==> config.mk <==
export PLATFORM = sky130hd
export DESIGN_NAME = kirby_key_ctrl
export DESIGN_NICKNAME = d
export VERILOG_FILES = /design/src/rtl/kirby_key_ctrl.sv
export SDC_FILE = /design/constraint.sdc
export NUM_CORES = 1
export LEC_CHECK = 0
export ABC_AREA = 1
export CAP_MARGIN = 5
export CORE_ASPECT_RATIO = 1.1
export CORE_MARGIN = 2
export CORE_UTILIZATION = 45
export CTS_CLUSTER_DIAMETER = 200
export DETAILED_ROUTE_END_ITERATION = 7
export PLACE_DENSITY = 0.79
export SKIP_LAST_GASP = 1
export SLEW_MARGIN = 10
export SYNTH_ARGS = -nofsm -noshare
export SYNTH_HDL_FRONTEND = slang
export SYNTH_SLANG_ARGS = --single-unit
==> constraint.sdc <==
create_clock -name Clk -period 1.8 [get_ports Clk]
set_input_delay 0.36 -clock Clk [delete_from_list [all_inputs] [get_ports Clk]]
set_output_delay 0.36 -clock Clk [all_outputs]
set_load 0.005 [all_outputs]
==> src/rtl/kirby_key_ctrl.sv <==
// Frame-synchronous keyboard conditioning for the Kirby motion block:
// frame_clk resync/tick, direction decode, jump edge, hold-to-float and double-tap dash.
module kirby_key_ctrl #(
  parameter logic [7:0]  KEY_LEFT    = 8'h04,
  parameter logic [7:0]  KEY_RIGHT   = 8'h07,
  parameter logic [7:0]  KEY_UP      = 8'h1A,
  parameter logic [7:0]  KEY_DOWN    = 8'h16,
  parameter int unsigned HOLD_FRAMES = 20,
  parameter int unsigned DTAP_FRAMES = 12
) (
  input  logic       Clk,
  input  logic       Reset,
  input  logic       frame_clk,
  input  logic [7:0] keycode,
  output logic       frame_tick,
  output logic [7:0] key_frame,
  output logic [1:0] dir_x,
  output logic       facing,
  output logic       duck,
  output logic       jump_req,
  output logic       float,
  output logic       dash
);

  localparam logic [1:0] DIR_NONE  = 2'b00;
  localparam logic [1:0] DIR_RIGHT = 2'b01;
  localparam logic [1:0] DIR_LEFT  = 2'b10;

  localparam logic [1:0] S_IDLE   = 2'd0;
  localparam logic [1:0] S_PRESS1 = 2'd1;
  localparam logic [1:0] S_GAP    = 2'd2;
  localparam logic [1:0] S_DASH   = 2'd3;

  localparam logic [7:0] HOLD_MAX = 8'(HOLD_FRAMES);
  localparam logic [7:0] DTAP_MAX = 8'(DTAP_FRAMES);

  logic       r_fclk_meta;
  logic       r_fclk_sync;
  logic       r_fclk_prev;
  logic       r_tick;
  logic [7:0] r_key_frame;
  logic [1:0] r_dir;
  logic       r_facing;
  logic       r_duck;
  logic       r_jump;
  logic       r_float;
  logic       r_dash;
  logic [7:0] r_hold_cnt;
  logic [7:0] r_gap_cnt;
  logic [1:0] r_state;
  logic [1:0] r_tdir;

  logic       w_rise;
  logic       w_is_up;
  logic [1:0] w_dir;
  logic [7:0] w_hold_next;
  logic [1:0] w_state_next;
  logic [1:0] w_tdir_next;
  logic [7:0] w_gap_next;

  // Two-flop resync, then a registered edge detect so the tick lands 3 Clk after the rise.
  assign w_rise = r_fclk_sync & ~r_fclk_prev;

  always_ff @(posedge Clk or negedge Reset) begin
    if (!Reset) begin
      r_fclk_meta <= 1'b0;
      r_fclk_sync <= 1'b0;
      r_fclk_prev <= 1'b0;
      r_tick      <= 1'b0;
    end else begin
      r_fclk_meta <= frame_clk;
      r_fclk_sync <= r_fclk_meta;
      r_fclk_prev <= r_fclk_sync;
      r_tick      <= w_rise;
    end
  end

  assign w_is_up = (keycode == KEY_UP);

  always_comb begin
    w_dir = DIR_NONE;
    if (keycode == KEY_RIGHT)
      w_dir = DIR_RIGHT;
    else if (keycode == KEY_LEFT)
      w_dir = DIR_LEFT;
  end

  always_comb begin
    w_hold_next = 8'd0;
    if (w_is_up)
      w_hold_next = (r_hold_cnt >= HOLD_MAX) ? HOLD_MAX : r_hold_cnt + 8'd1;
  end

  // Dash detector: tap, bounded release gap, same-direction re-press.
  always_comb begin
    w_state_next = r_state;
    w_tdir_next  = r_tdir;
    w_gap_next   = r_gap_cnt;
    case (r_state)
      S_IDLE: begin
        if (w_dir != DIR_NONE) begin
          w_state_next = S_PRESS1;
          w_tdir_next  = w_dir;
        end
      end
      S_PRESS1: begin
        if (w_dir == DIR_NONE) begin
          w_state_next = S_GAP;
          w_gap_next   = 8'd1;
        end else if (w_dir != r_tdir) begin
          w_tdir_next  = w_dir;
        end
      end
      S_GAP: begin
        if (w_dir == DIR_NONE) begin
          if (r_gap_cnt < DTAP_MAX)
            w_gap_next   = r_gap_cnt + 8'd1;
          else
            w_state_next = S_IDLE;
        end else if (w_dir == r_tdir) begin
          w_state_next = S_DASH;
        end else begin
          w_state_next = S_PRESS1;
          w_tdir_next  = w_dir;
        end
      end
      S_DASH: begin
        if (w_dir != r_tdir)
          w_state_next = S_IDLE;
      end
      default: w_state_next = S_IDLE;
    endcase
  end

  // Everything below advances only on the frame tick, so outputs are frame-stable.
  always_ff @(posedge Clk or negedge Reset) begin
    if (!Reset) begin
      r_key_frame <= 8'd0;
      r_dir       <= DIR_NONE;
      r_facing    <= 1'b0;
      r_duck      <= 1'b0;
      r_jump      <= 1'b0;
      r_float     <= 1'b0;
      r_dash      <= 1'b0;
      r_hold_cnt  <= 8'd0;
      r_gap_cnt   <= 8'd0;
      r_state     <= S_IDLE;
      r_tdir      <= DIR_NONE;
    end else if (r_tick) begin
      r_key_frame <= keycode;
      r_dir       <= w_dir;
      if (w_dir != DIR_NONE)
        r_facing  <= (w_dir == DIR_LEFT);
      r_duck      <= (keycode == KEY_DOWN);
      r_jump      <= w_is_up && (r_key_frame != KEY_UP);
      r_hold_cnt  <= w_hold_next;
      r_float     <= (w_hold_next == HOLD_MAX);
      r_state     <= w_state_next;
      r_tdir      <= w_tdir_next;
      r_gap_cnt   <= w_gap_next;
      r_dash      <= (w_state_next == S_DASH);
    end
  end

  assign frame_tick = r_tick;
  assign key_frame  = r_key_frame;
  assign dir_x      = r_dir;
  assign facing     = r_facing;
  assign duck       = r_duck;
  assign jump_req   = r_jump;
  assign float      = r_float;
  assign dash       = r_dash;

endmodule

# Word level (Yosys, flattened, before mapping)

Index checks and enable logic that the tools add are counted.

Shifts and indexed selects: 0
Order comparisons: 2
Div/mod/pow operators: 0
Mux-type cells: 21
Bitwise operators: 2
Reductions and logical operators: 9
Eq/ne operators: 21
Multipliers: 0
Add/sub/neg operators: 2

Operator list:

| operator                                                          | count |
|---|---|
| two-way mux 8 bit                                                 | 5 |
| two-way mux 2 bit                                                 | 13 |
| equality test 8 x 5 -> 1 bit, second input constant               | 3 |
| adder 8 x 1 -> 8 bit, second input constant                       | 2 |
| equality test 8 x 3 -> 1 bit, second input constant               | 2 |
| != test 2 bit, second input constant                              | 8 |
| case mux 8 bit (2 select lines)                                   | 1 |
| equality test 2 bit, second input constant                        | 4 |
| greater-or-equal comparator 8 x 5 -> 1 bit, second input constant | 1 |
| less-than comparator 8 x 4 -> 1 bit, second input constant        | 1 |
| != test 8 x 5 -> 1 bit, second input constant                     | 1 |
| case mux 2 bit (4 select lines)                                   | 1 |
| AND reduction 7 bit                                               | 1 |
| case mux 2 bit (3 select lines)                                   | 1 |
| AND reduction 5 bit                                               | 1 |
| logical NOT 2 bit                                                 | 2 |
| nonzero test 2 bit                                                | 2 |
| nonzero test 3 bit                                                | 1 |
| equality test 2 x 1 -> 1 bit, second input constant               | 1 |
| equality test 2 bit                                               | 1 |
| != test 2 bit                                                     | 1 |
| AND reduction 2 bit                                               | 1 |
| AND 1 bit                                                         | 1 |
| logical AND 1 bit                                                 | 1 |
| NOT 1 bit                                                         | 1 |

Bits in read-only memories: 0
Latch bits: 0
Bits in registers: 39
Output and inout port bits: 16
RAM bits: 0
Memories kept: 0
Logic and storage cells: 72

# Logic depth before layout (Yosys ltp)

Word-level depth: 8
Gate-level depth with buffers: 13
Depth with buffers taken out: 13

# Worst setup path after synthesis

OpenSTA, ideal clock, no wires.

Path type: input to register
From: in keycode[6]
To: reg r_gap_cnt[3]
Data required time: 1.679 ns
Arrival time: 1.156 ns
Slack: 0.522 ns
Path buffers: 0
Stages on the path: 9
Setup time: 0.121 ns
Path through: inv_2 > nand2_2 > nor2_4 > nand2_2 > nand2_4 > inv_2 > nand3_4 > nor2_1 > o22a_1

Cells in the longest elaborated chain, start to end: 6
Elaborated cells between the ends (all ways): 8
Those cells by class: eq/ne: 4; mux: 2; reduce/logical: 2

RTL lines:

| item                            | RTL line | text |
|---|---|---|
| start, declared                 | 14       | `input logic [7:0] keycode,` |
| equality test 8 x 3 -> 1 bit    | 84       | `else if (keycode == KEY_LEFT)` |
| two-way mux 2 bit               | 84       |  |
| two-way mux 2 bit *             | 82       | `if (keycode == KEY_RIGHT)` |
| logical NOT 2 bit *             | 107, 115 |  |
| != test 2 bit (no line)         | --       |  |
| AND reduction 5 bit (no line) * | --       |  |
| end signal, assigned            | 160      | `r_gap_cnt <= w_gap_next;` |
| end, declared                   | 49       | `logic [7:0] r_gap_cnt;` |

Mark *: on every way between the ends. The rest lies on a longest branch, timed or not.
A chain may end at the register's enable or synchronous reset.

# Final worst setup path

From: in keycode[1]
To: reg r_gap_cnt[5]

The elaborated chain is that of the path after synthesis.

==> key figures <==
Outcome
  • Run status: complete, no violations

STA
  • Final Hold Viols: 0
  • Final Max Tran Viols: 0
  • Final period util: 0.8835
  • RSZ-0062 raised after global routing: no
  • Worst-Margin Slew: 0.4822 ns
  • Max Fclk: 0.6288 GHz
  • Skew final: 0.004145 ns
  • PnR worst setup slack: 0.2097 ns
  • Setup-failing EPs final: 0
  • Final Critical Period: 1.590 ns
  • Slew headroom: 0.6785
  • Fin Hold WS: 0.1165 ns

Floorplan
  • Die width: between 60 and 70 µm
  • Core region area: a little under 0.004 mm²
  • # IOs: 27
  • Std cell rows: 24
  • Initial core utilization: 0.4684
  • Die footprint: 0.004657 mm²
  • Chip Height: 71.37 µm

Critical path
  • CP arrival: 1.81 ns
  • Critical path required time: 2.02 ns
  • Worst reg2reg path depth: 8
  • Critical path startpoint category: input pin
  • CP Max Fanout: 8
  • Crit path kind: in2reg
  • Worst R2R End: r_gap_cnt[0]
  • R2R Setup Slk: 0.40 ns
  • FF-to-FF Start: r_state[0]
  • Worst Setup End Kind: flop

Routing
  • Pre-antenna DRT Iters: 4
  • Violation count after the first detailed-route iteration: approximately 120
  • Drt wl/cell: 11.83 µm
  • Via count: approximately 1500
  • Vias per cell: between 4 and 5
  • Antenna Nets Post-Route: 0
  • DRC: 0
  • Routed Wire Length: 3619 µm

Synthesis
  • Synthesized area per cell: approximately 8.7 µm²
  • Post-synthesis compound-gate area fraction: 0.1105
  • Ys async rst share: 1.000
  • Post-synth cell types: 31
  • Post-synthesis simple-gate area fraction: 0.2594
  • Syn Nets: between 200 and 250
  • Warnings from Yosys: 0
  • Top FF cell, synth: dfrtp_1
  • Post-synthesis sequential area ratio: 0.5256
  • Commonest cells in the netlist: nand2_1 (44), dfrtp_1 (39), inv_1 (28), nor2_1 (18), o21ai_0 (17)
  • Synthesized cell area: 0.001857 mm²
  • Most frequent cell after synthesis: nand2_1
  • Post-synth top area cell: dfrtp_1
  • Adder-cell share of the synthesized area: 0.02022
  • Post-Synthesis Cells: between 200 and 250
  • Largest family of logic cells by synthesized area: simple AND/OR/NAND/NOR gates
  • EDFF count, synth: 0
  • Top cell type's share of synthesized area: 0.5256
  • Xor/xnor cell area share of the yosys netlist: 0.004717
  • Seq cells post-synth: 39
  • Mux contribution to synthesized area: 0
  • Dominant cells by area after synthesis: dfrtp_1 (53%), nand2_1 (8.9%), inv_1 (5.7%), o21ai_0 (4.6%), nor2_1 (3.6%)

Cells and area
  • Antenna diode count: 0
  • Finished Core Util: 0.5881
  • # nets final: between 200 and 300
  • Fraction of layout cells with a size suffix above 1: 0.1732
  • Layout area overhead: 25.54%
  • Post-route cell area: around 0.0023 mm²

GRT
  • Largest net degree at the start of global routing: 40
  • GRT Total Usage: 0.1802
  • Vias in the first global route: 1464
  • First-pass GRT wire length: 6437 µm
  • GRT overflow: 0
  • Initial antenna violation count: 0

Min path
  • Tightest Hold Check Type: in2async

Run
  • Max Cap Viol: 0

Place
  • Cell Area, Placed: 0.002243 mm²
  • Final HPWL DP: ~2700 µm
  • Input/output buffers: 26
  • GPL Wtd Cong: 0.7894
  • Dpl ws: -0.07653 ns

Clocking
  • Hold buffer count at cts: 0
  • CTS tree: yes
  • H-tree depth: 2
  • Clk sinks: 39
  • CTS buffer count: 5
  • CTS clk-pin slew, worst paths: about 0.07 ns
  • Clk_lat worst skew: 0.28 ns
  • Setup bufs post-CTS: 0
  • Post_cts resized: 0
  • Root buffer cell: clkbuf_8
  • Clock Tree Buf Depth: 2

Power
  • PD cells: 784.5 mW/mm²
  • VDD IR max: around 0.40 mV
  • P_leak: 1.106 nW
[flip-flops by register name, summed over array words and instances (netlist names), 2 cells and up]
register,cells
dir_x,2
key_frame,8
r_gap_cnt,8
r_hold_cnt,8
r_state,2
r_tdir,2
[through the flow]
stage / instances / total power [mW] / setup TNS (ns)
2_1_floorplan: 214 / 1.130 / 0
3_3_place_gp: 299 / 1.255 / -0.1514
3_5_place_dp: 299 / 1.268 / -0.6695
4_1_cts: 306 / 1.858 / 0
5_1_grt: 306 / 1.942 / 0
6_report: 306 / 1.829 / 0
[cell usage in the layout, fill, tap and decap left out, drive strengths merged]
master	n
nor4	2
clkbuf	6
o31ai	1
o41ai	1
nand3b	1
o21bai	1
clkinv	1
o21ai	23
nor2	23
dfrtp	39
nand4	5
o22ai	1
ha	3
clkdlybuf4s50	25
nand2	54
a21oi	4
a21o	1
nand3	10
inv	35
o22a	1
or2	1
xnor2	1
buf	12
o211ai	2
a311oi	1
[power breakdown]
group	switching [mW]	total (mW)	leakage [nW]	internal, mW
registers	0.0495	1.00	0.511	0.954
clock network	0.281	0.581	0.0470	0.300
logic	0.126	0.244	0.548	0.117
total	0.457	1.83	1.11	1.37
[layout make-up]
| type | count | area [µm²] |
|---|---|---|
| Timing Repair Buffer | 37 | 337.8 |
| Clock buffer | 6 | 82.58 |
| Fill cell | 353 | 1633 |
| Sequential cell | 39 | 975.9 |
| Clock inverter | 1 | 5.005 |
| Inverter | 35 | 131.4 |
| Tap cell | 52 | 65.06 |
| Multi-Input combinational cell | 136 | 733.2 |
[layer usage]
metal | global-route usage | up-vias | share of wire
li1 | - | 765 | -
met1 | 0.2230 | 696 | 0.45
met2 | 0.3027 | 30 | 0.50
met3 | 0.04553 | 2 | 0.043
met4 | 0.06944 | 0 | 0.0088
met5 | 0 | - | 0
[kinds of logic after synthesis]
logic type	after synthesis
compound gates	36
xor+xnor	1
fa+ha+maj	3
buf+inv	39
flops	39
simple gates	96
[worst max-delay path by stage]
stage / start / endpoint / slack (ns) / cells past startpoint
2_1_floorplan: keycode[6] / r_gap_cnt[3] / 0.52 / 9
3_3_place_gp: keycode[1] / r_gap_cnt[5] / -0.02 / 10
3_5_place_dp: keycode[1] / r_gap_cnt[5] / -0.08 / 10
4_1_cts: frame_tick / frame_tick / 0.19 / 1
5_1_grt: keycode[1] / float / 0.05 / 7
6_report: keycode[1] / r_gap_cnt[5] / 0.21 / 10
[critical path, stage by stage]
cell and delay (ns):
clkdlybuf4s50_1 0.56, nand2_2 0.07, nor2_2 0.16, nand2_2 0.11, nand2_4 0.11, inv_2 0.06, nand3_4 0.11, inv_2 0.04
buf_4 0.13, nor2_1 0.08
Note: power is estimated with default switching activity, not from simulation.
